## src/rtl/inst_cache_pkg.sv

```systemverilog
// inst_cache_pkg: shared types and constants for the instruction cache.
// Holds the controller state enum, default widths and index-width helper.
package inst_cache_pkg;

    localparam int D_WIDTH_DEF = 16;
    localparam int A_WIDTH_DEF = 8;

    typedef enum logic [1:0] {
        IDLE  = 2'd0,
        FILL  = 2'd1,
        WRITE = 2'd2
    } state_t;

    function automatic int clog2(input int v);
        int r;
        r = 0;
        while ((1 << r) < v) r++;
        return r;
    endfunction

endpackage

```

## src/rtl/cache_line_array.sv

```systemverilog
// cache_line_array: valid/tag/data storage for the direct-mapped cache.
// Lookup is combinational; line write and flush are synchronous.
module cache_line_array
    import inst_cache_pkg::*;
#(
    parameter int D_WIDTH = D_WIDTH_DEF,
    parameter int A_WIDTH = A_WIDTH_DEF,
    parameter int LINES   = 4
) (
    input  logic               clk,
    input  logic               rst,
    input  logic [A_WIDTH-1:0] lk_addr,
    output logic               hit,
    output logic [D_WIDTH-1:0] rdata,
    input  logic               we,
    input  logic [A_WIDTH-1:0] wr_addr,
    input  logic [D_WIDTH-1:0] wdata,
    input  logic               flush
);

    localparam int IW = clog2(LINES);
    localparam int TW = A_WIDTH - IW;

    logic [LINES-1:0]   valid;
    logic [TW-1:0]      tags [LINES];
    logic [D_WIDTH-1:0] data [LINES];

    logic [IW-1:0] lk_idx;
    logic [IW-1:0] wr_idx;
    logic [TW-1:0] lk_tag;
    logic [TW-1:0] wr_tag;

    assign lk_idx = lk_addr[IW-1:0];
    assign lk_tag = lk_addr[A_WIDTH-1:IW];
    assign wr_idx = wr_addr[IW-1:0];
    assign wr_tag = wr_addr[A_WIDTH-1:IW];

    // Lookup: tag compare against the indexed line.
    always_comb begin
        hit   = valid[lk_idx] && (tags[lk_idx] == lk_tag);
        rdata = data[lk_idx];
    end

    // Valid bits: flush clears all, a same-edge line write still wins.
    always_ff @(posedge clk or posedge rst) begin
        if (rst) begin
            valid <= '0;
        end else begin
            if (flush) valid <= '0;
            if (we) valid[wr_idx] <= 1'b1;
        end
    end

    // Tag and data storage, written with the line.
    always_ff @(posedge clk) begin
        if (we) begin
            tags[wr_idx] <= wr_tag;
            data[wr_idx] <= wdata;
        end
    end

endmodule

```

## src/rtl/inst_cache.sv

```systemverilog
// inst_cache: direct-mapped write-through instruction cache with fixed-latency
// RAM fill. Optional hit/miss counters are enabled by ICACHE_STATS_EN.
module inst_cache
    import inst_cache_pkg::*;
#(
    parameter int D_WIDTH = D_WIDTH_DEF,
    parameter int A_WIDTH = A_WIDTH_DEF,
    parameter int LINES   = 4,
    parameter int MEM_LAT = 1
) (
    input  logic               g_clk,
    input  logic               g_clr,
    input  logic [A_WIDTH-1:0] cpu_addr,
    input  logic               cpu_rd,
    input  logic               cpu_wr,
    input  logic [D_WIDTH-1:0] cpu_wdata,
    output logic [D_WIDTH-1:0] cpu_rdata,
    output logic               odv,
    input  logic               flush,
    output logic [A_WIDTH-1:0] mem_addr,
    output logic               mem_rd,
    output logic               mem_wr,
    output logic [D_WIDTH-1:0] mem_wdata,
    input  logic [D_WIDTH-1:0] mem_rdata
`ifdef ICACHE_STATS_EN
    ,
    output logic [7:0]         hit_count,
    output logic [7:0]         miss_count
`endif
);

    state_t state;
    state_t state_nxt;

    logic [2:0]         cnt;
    logic               last;
    logic [A_WIDTH-1:0] lk_addr;
    logic               hit;
    logic [D_WIDTH-1:0] line_data;
    logic               arr_we;
    logic [D_WIDTH-1:0] arr_wdata;

    assign last    = (cnt == 3'(MEM_LAT - 1));
    assign lk_addr = (state == IDLE) ? cpu_addr : mem_addr;

    // Line update: fill completion, or write hit on the first write cycle.
    always_comb begin
        arr_we    = 1'b0;
        arr_wdata = mem_wdata;
        if (state == FILL && last) begin
            arr_we    = 1'b1;
            arr_wdata = mem_rdata;
        end else if (state == WRITE && cnt == 3'd0 && hit) begin
            arr_we    = 1'b1;
        end
    end

    cache_line_array #(
        .D_WIDTH (D_WIDTH),
        .A_WIDTH (A_WIDTH),
        .LINES   (LINES)
    ) u_lines (
        .clk     (g_clk),
        .rst     (g_clr),
        .lk_addr (lk_addr),
        .hit     (hit),
        .rdata   (line_data),
        .we      (arr_we),
        .wr_addr (mem_addr),
        .wdata   (arr_wdata),
        .flush   (flush)
    );

    // State register.
    always_ff @(posedge g_clk or posedge g_clr) begin
        if (g_clr) state <= IDLE;
        else       state <= state_nxt;
    end

    // Next state: write has priority over read.
    always_comb begin
        state_nxt = state;
        unique case (state)
            IDLE: begin
                if (cpu_wr)            state_nxt = WRITE;
                else if (cpu_rd && !hit) state_nxt = FILL;
            end
            FILL:    if (last) state_nxt = IDLE;
            WRITE:   if (last) state_nxt = IDLE;
            default: state_nxt = IDLE;
        endcase
    end

    // Outputs: hits served combinationally, stall on any other request.
    always_comb begin
        odv       = 1'b0;
        cpu_rdata = '0;
        if (state == IDLE) begin
            odv = !cpu_wr && !(cpu_rd && !hit);
            if (cpu_rd && !cpu_wr && hit) cpu_rdata = line_data;
        end
    end

    // Registered RAM strobes, request capture and latency counter.
    always_ff @(posedge g_clk or posedge g_clr) begin
        if (g_clr) begin
            cnt       <= '0;
            mem_rd    <= 1'b0;
            mem_wr    <= 1'b0;
            mem_addr  <= '0;
            mem_wdata <= '0;
        end else begin
            mem_rd <= (state_nxt == FILL);
            mem_wr <= (state_nxt == WRITE);
            if (state != state_nxt)  cnt <= '0;
            else if (state != IDLE)  cnt <= cnt + 3'd1;
            if (state == IDLE && state_nxt != IDLE) begin
                mem_addr <= cpu_addr;
                if (cpu_wr) mem_wdata <= cpu_wdata;
            end
        end
    end

`ifdef ICACHE_STATS_EN
    logic hit_ev;
    logic miss_ev;

    assign hit_ev  = (state == IDLE) && cpu_rd && !cpu_wr && hit;
    assign miss_ev = (state == IDLE) && (state_nxt == FILL);

    // Saturating hit/miss counters.
    always_ff @(posedge g_clk or posedge g_clr) begin
        if (g_clr) begin
            hit_count  <= '0;
            miss_count <= '0;
        end else begin
            if (hit_ev && hit_count != 8'hFF)   hit_count  <= hit_count + 8'd1;
            if (miss_ev && miss_count != 8'hFF) miss_count <= miss_count + 8'd1;
        end
    end
`endif

endmodule

```

## config.mk

```make
export PLATFORM = sky130hd
export DESIGN_NAME = inst_cache
export DESIGN_NICKNAME = d
export VERILOG_FILES = /design/src/rtl/inst_cache_pkg.sv /design/src/rtl/cache_line_array.sv /design/src/rtl/inst_cache.sv
export SDC_FILE = /design/constraint.sdc
export NUM_CORES = 1
export LEC_CHECK = 0
export CAP_MARGIN = 20
export CORE_MARGIN = 8
export CORE_UTILIZATION = 53
export DETAILED_ROUTE_END_ITERATION = 6
export GPL_TIMING_DRIVEN = 0
export HOLD_SLACK_MARGIN = 0.06
export PLACE_DENSITY = 0.8
export SYNTH_ARGS = -nofsm -noshare
export SYNTH_HDL_FRONTEND = slang
export SYNTH_HIERARCHICAL = 1
export SYNTH_SLANG_ARGS = --single-unit
```

## constraint.sdc

```tcl
create_clock -name g_clk -period 5.4 [get_ports g_clk]
set_input_delay 1.35 -clock g_clk [delete_from_list [all_inputs] [get_ports g_clk]]
set_output_delay 1.35 -clock g_clk [all_outputs]
set_load 0.05 [all_outputs]
```

# Word-level counts from Yosys, hierarchy flattened
# Memory sizes are Yosys's and may differ from the RTL's.
# Index checks and enable logic that the tools add are counted.
dict set report totals {
  mem_count 2
  word_cells 61
  ram_bits 88
  out_inout_bits 43
  regBits 35
  input_bits 45
}
# memory words word_bits rd rd_clocked_by_memory_dff write_ports line_no
set memory_table {}
lappend memory_table {u_lines.data 4 16 1 0 1 cache_line_array.sv:26} ;# logic [D_WIDTH-1:0] data [LINES];
lappend memory_table {u_lines.tags 4 6 1 0 1 cache_line_array.sv:25} ;# logic [TW-1:0] tags [LINES];
dict set report classes {
  bitwise_logic 1
  n_addsub 1
  muxes 21
  eq_ne 6
  order_cmp 3
  n_reduce_logical 20
}
# op count
set op_table {}
lappend op_table {{$mux 16} 3}
lappend op_table {{$logic_and 1x1->1} 10}
lappend op_table {{$mux 4} 2}
lappend op_table {{$mux 8} 1}
lappend op_table {{$mux 1} 7}
lappend op_table {{$eq 6x6->1} 1}
lappend op_table {{$lt 2x3->1 const B} 2}
lappend op_table {{$mux 2} 3}
lappend op_table {{$mux 3} 2}
lappend op_table {{$reduce_bool 2->1} 3}
lappend op_table {{$eq 2x1->1 const B} 2}
lappend op_table {{$eq 2x2->1 const B} 2}
lappend op_table {{$or 4x4->4} 1}
lappend op_table {{$pmux 2 s2} 1}
lappend op_table {{$add 3x1->3 const B} 1}
lappend op_table {{$logic_not 1->1} 3}
lappend op_table {{$logic_not 3->1} 1}
lappend op_table {{$bmux 1 s2} 1}
lappend op_table {{$demux 1 s2} 1}
lappend op_table {{$ge 2x1->1 const B} 1}
lappend op_table {{$logic_not 2->1} 1}
lappend op_table {{$ne 2x2->1} 1}
lappend op_table {{$reduce_and 2->1} 1}
lappend op_table {{$reduce_or 2->1} 1}

# Longest topological paths before layout
dict set report logic_depth {
  depth_word 13
  depth_mapped 15
  mapped_depth_nobuf 12
}

# By module
# Netlist, hierarchy kept.
# mod seq_area_each_um2 cells_each area_each_um2 instances
set by_module_without_submodules {}
lappend by_module_without_submodules {cache_line_array 2742.6 144 3462.1 1}
lappend by_module_without_submodules {inst_cache 775.7 149 1818.0 1}

# Worst setup path before layout
# OpenSTA, ideal clock, no wires.
dict set report synth_timing {
  kind {input -> register}
  from {input port cpu_addr[0]}
  to {memory u_lines/data[0][0] in the netlist's numbering, enable pin}
  t_arrival_ps 4590
  t_required_ps 4964
  slack_ps 374
  path_stages 9
  n_path_buf 1
  setup_time_ps 436
  cell_sequence {mux2_2 buf_6 mux4_1 xnor2_1 nand4_1 nor3_2 a21oi_1 nor2_1 nor3b_1}
}
dict set report synth_between {
  elab_chain_cells 9
  elab_cells_between_ends 11
  classes_between {eq/ne: 1; mux: 7; reduce/logical: 2; memory: 1}
}
# element line_no
set synth_lines {}
lappend synth_lines {{start: declaration} inst_cache.sv:13} ;# input logic [A_WIDTH-1:0] cpu_addr,
lappend synth_lines {{$mux 8 (*)} inst_cache.sv:44} ;# assign lk_addr = (state == IDLE) ? cpu_addr : mem_addr;
lappend synth_lines {{$mem_v2 4x6 / $bmux 1 s2 (equally long branches)} --}
lappend synth_lines {{$eq 6x6->1 / $mux 1 (equally long branches)} cache_line_array.sv:40} ;# hit = valid[lk_idx] && (tags[lk_idx] == lk_tag);
lappend synth_lines {{$logic_and 1x1->1 (*)} cache_line_array.sv:40}
lappend synth_lines {{named net hit} inst_cache.sv:38} ;# logic hit;
lappend synth_lines {{$logic_and 1x1->1 (*)} inst_cache.sv:53} ;# end else if (state == WRITE && cnt == 3'd0 && hit) begin
lappend synth_lines {{$mux 1 (*)} inst_cache.sv:53}
lappend synth_lines {{$mux 1 (*)} inst_cache.sv:50} ;# if (state == FILL && last) begin
lappend synth_lines {{named net arr_we} inst_cache.sv:40} ;# logic arr_we;
lappend synth_lines {{$mux 1 (*)} cache_line_array.sv:56} ;# if (we) begin
lappend synth_lines {{$mux 1 (not written as such) (*)} cache_line_array.sv:58} ;# data[wr_idx] <= wdata;
lappend synth_lines {{end: declaration} cache_line_array.sv:26}
# Mark *: on every way through the listed nets, which the timed path passes. The rest lies on a longest branch. The select of a mux whose other input is x is not followed.

# Worst setup path after layout
dict set report layout_timing {
  from {input port cpu_addr[1]}
  to {output port cpu_rdata[13]}
}
dict set report layout_between {
  elab_chain_cells 7
  elab_cells_between_ends 10
  classes_between {eq/ne: 1; mux: 5; reduce/logical: 2; memory: 2}
}
# element line_no
set layout_lines {}
lappend layout_lines {{$mux 8 (*)} inst_cache.sv:44}
lappend layout_lines {{named net lk_addr[1]} inst_cache.sv:37} ;# logic [A_WIDTH-1:0] lk_addr;
lappend layout_lines {{$mem_v2 4x6 / $bmux 1 s2 (equally long branches)} --}
lappend layout_lines {{$eq 6x6->1 / $mux 1 (equally long branches)} cache_line_array.sv:40}
lappend layout_lines {{$logic_and 1x1->1 (*)} cache_line_array.sv:40}
lappend layout_lines {{named net hit} inst_cache.sv:38}
lappend layout_lines {{$logic_and 1x1->1 (*)} inst_cache.sv:100} ;# if (cpu_rd && !cpu_wr && hit) cpu_rdata = line_data;
lappend layout_lines {{$mux 16 (*)} inst_cache.sv:100}
lappend layout_lines {{$mux 16 (*)} inst_cache.sv:98} ;# if (state == IDLE) begin
lappend layout_lines {{end: declaration} inst_cache.sv:17} ;# output logic [D_WIDTH-1:0] cpu_rdata,
# Marked as above.

==> key figures <==
Place
  • DP Area: 6450 sq um
  • Placed insts: between 500 and 600
  • Placement Setup Slack: -0.935 ns
  • Final GP Congestion: slightly above 0.7
  • Final HPWL from detailed placement: between 7000 and 8000 microns
  • Input/output buffers: 86

Yosys
  • Leading post-synthesis cells by cell area: edfxtp_1, dfrtp_1, mux2_2
  • Sequential-to-total area share from yosys stat: about two thirds
  • Most area-hungry cell type in the Yosys netlist: edfxtp_1
  • Synthesized Nets: roughly 340
  • #FFs+latches synth: 123
  • Syn avg cell area: about 18 sq um
  • Cell count after synthesis: slightly below 300
  • Ys Warns: 6
  • Syn Std Cell Area: about 5300 sq um
  • Post-synth top area share: 50.0%
  • Post-synthesis cell type count: 38

Global route
  • First-pass GRT wire length: 19,300 microns
  • Initial antenna violation count: 0
  • GRT Total Usage: 19.6%
  • Vias in the first global route: around 3,500
  • Largest net degree at the start of global routing: 22
  • Grt ovf: 0

Timing
  • Endpoints failing hold: 0
  • Final period utilization: between 90 and 100%
  • Period minus WS final: 5.30 ns
  • Fin Clk Skew: just under 0.01 ns
  • Unrepaired setup endpoints after global routing: false
  • Slew headroom: around 46%
  • Min Hold Slack: roughly 0.49 ns
  • Fmax: approximately 190 MHz
  • Final worst slack: just over 0.1 ns
  • Setup TNS Final: 0 ns
  • Slew Limit Fails: 0
  • Final count of negative-setup-slack endpoints: 0
  • Worst slew pin tran: between 0.8 and 0.9 ns

Pwr
  • PwrDens: approximately 620 nW/um^2
  • NetSw: approximately 1.5 mW
  • Clk network pwr share: between 20% and 30%
  • Sequential power share: between 30% and 40%
  • Static leakage: between 2 and 3 nW
  • Internal: between 2 and 3 mW
  • Logic pwr share: between 40% and 50%
  • Net Sw Frac: 34.3%
  • Peak supply drop: ~0.00039 V
  • Tot Pwr: around 4.4 mW

Finish
  • Area delta synth->final: 35.4%
  • Commonest cells after routing, fill and taps aside: edfxtp_1, clkdlybuf4s50_1, mux2_2
  • Most common library cell in the layout ignoring fill and taps: edfxtp_1
  • Post-route insts no fill: ~560
  • N_diodes: 0
  • Layout Nets: 460
  • Fillers: between 500 and 600
  • Design area: approximately 7000 sq um
  • Layout cell share with drive strength beyond 1: a little over a third
  • Finished Core Util: between 70 and 80%

Critical path
  • Worst path max stage delay: 0.50 ns
  • Reg2reg start: state[1]
  • Crit path from: cpu_addr[1]
  • Critical path fanouts, max: 10
  • R2R Setup Slk: between 1 and 1.5 ns
  • Crit Path Class: input pin to output pin
  • Setup crit end kind: output pin
  • Critical-path cell list: clkdlybuf4s50_1, mux2_2, buf_2, mux4_2, xor2_1, nor3_4, and3_4, clkbuf_16, and2_1, buf_6
  • Critical-path top delay cell: clkdlybuf4s50_1
  • Worst EP arrival: about 4.0 ns
  • Critical Path Start Type: input pin
  • Worst EP required: a little over 4 ns

Min path
  • Hold WC Path Type: register to register
  • Worst hold start: u_lines/valid[1]

Floorplan
  • Starting Density: between 50% and 60%
  • Horiz. Die Dim: ~120 microns
  • # IOs: slightly below 90
  • DIE HEIGHT: 116 microns
  • Core area: slightly below 10,000 sq um
  • Number of cell rows: 36
  • Die area: approximately 13,000 sq um

Status
  • Outcome: finished, final reports clean

Routing
  • DRT antenna net count: 0
  • DR pass1 iterations: 4
  • DR DRC count: 0
  • Via count: 3,061
  • WL final: ~12,000 microns
  • DR vias/cell: approximately 5.5
  • First DRT Iteration DRCs: about 180
  • WL/cell: roughly 22 microns

Clocking
  • CTS tree: yes
  • Clock transition at the registers of the reported paths: 0.06 ns
  • Total CTS buffers: 17
  • # clock sinks: 123
  • Worst skew pair latency: about 0.5 ns
  • Root buf cell: clkbuf_8
  • H-tree Lvls: 4
  • CTS max path bufs: 2

Flow run
  • Max cap viols: 0
cell usage after synthesis (all sizes together):
master  instances
a21boi          1
a21o            4
a21oi           2
a22oi           1
a32oi           2
and2           17
and2b           1
and3            2
and3b           1
buf            10
clkbuf          1
dfrtp          35
edfxtp         88
ha              6
inv             8
mux2           49
mux2i           4
mux4           21
nand2           2
nand2b          3
nand3           3
nand3b          1
nand4           1
nor2            7
nor2b           3
nor3            4
nor3b           3
o21ai           2
o21bai          1
o41a            1
xnor2           5
xor2            4
power groups by stage:
stage / Sequential (mW) / Combinational [mW] / Clock, mW
2_1_floorplan: 1.79 / 0.871 / 0
3_3_place_gp: 1.46 / 1.62 / 0
3_5_place_dp: 1.48 / 1.68 / 0
4_1_cts: 1.47 / 1.78 / 1.18
5_1_grt: 1.50 / 1.89 / 1.22
6_report: 1.48 / 1.78 / 1.16
logic make-up (layout without fill, tap and decap cells):
group | after synthesis | in the layout | share of synthesized area [%]
flip-flops | 123 | 123 | 66.6
adder cells (fa/ha/maj) | 6 | 6 | 1.42
buffers and inverters | 19 | 148 | 2.18
AND/OR/NAND/NOR | 48 | 48 | 5.40
multiplexers | 74 | 74 | 20.9
AO/OA/AOI/OAI | 14 | 14 | 1.92
XOR/XNOR | 9 | 9 | 1.49
final cells by class:
cell class / count / area, sq um / area share [%]
Buffer: 11 / 115 / 1.61
Clock buffer: 21 / 449 / 6.28
Clock inverter: 11 / 168 / 2.35
Inverter: 8 / 30.0 / 0.420
Multi-Input combinational cell: 151 / 1690 / 23.7
Sequential cell: 123 / 3520 / 49.2
Tap cell: 133 / 166 / 2.33
Timing Repair Buffer: 97 / 1010 / 14.1
registers in the layout (all words and copies together) (netlist names):
signal and count:
cnt 3, state 2, mem_addr 8, u_lines/tags 24, mem_rd 1, u_lines/data 64, mem_wr 1, u_lines/valid 4
mem_wdata 16
worst max-delay path: cells and delay by family:
family,cells,cell delay (ns)
buf+inv,4,1.13
mux,2,0.61
xor+xnor,1,0.18
simple gates,3,0.68
path summary, 6_finish.rpt:
path                                            to  depth (start not counted)
max in group asynchronous             mem_wdata[1]                          3
worst min register to register    u_lines/valid[1]                          1
worst max register to register  u_lines/data[0][3]                         15
worst min-delay path              u_lines/valid[1]                          1
min in group asynchronous         u_lines/valid[1]                          2
worst max-delay path                 cpu_rdata[13]                         10
repair_timing:
action,4_1_cts,5_1_grt
hold buffers,0,0
setup buffers,4,0
setup endpoints to repair,17,17
gates cloned,1,0
pin swaps,5,1
resized for setup,119,3
routing by layer:
layer  vias to the layer above  wire length [microns]  GRT usage, %
li1                       1362                      -             -
met1                      1570                   4820          22.1
met2                       114                   6660          35.0
met3                        15                    676          4.64
met4                         0                    172          8.12
met5                         -                      0             0
Note: power is estimated with default switching activity, not from simulation.
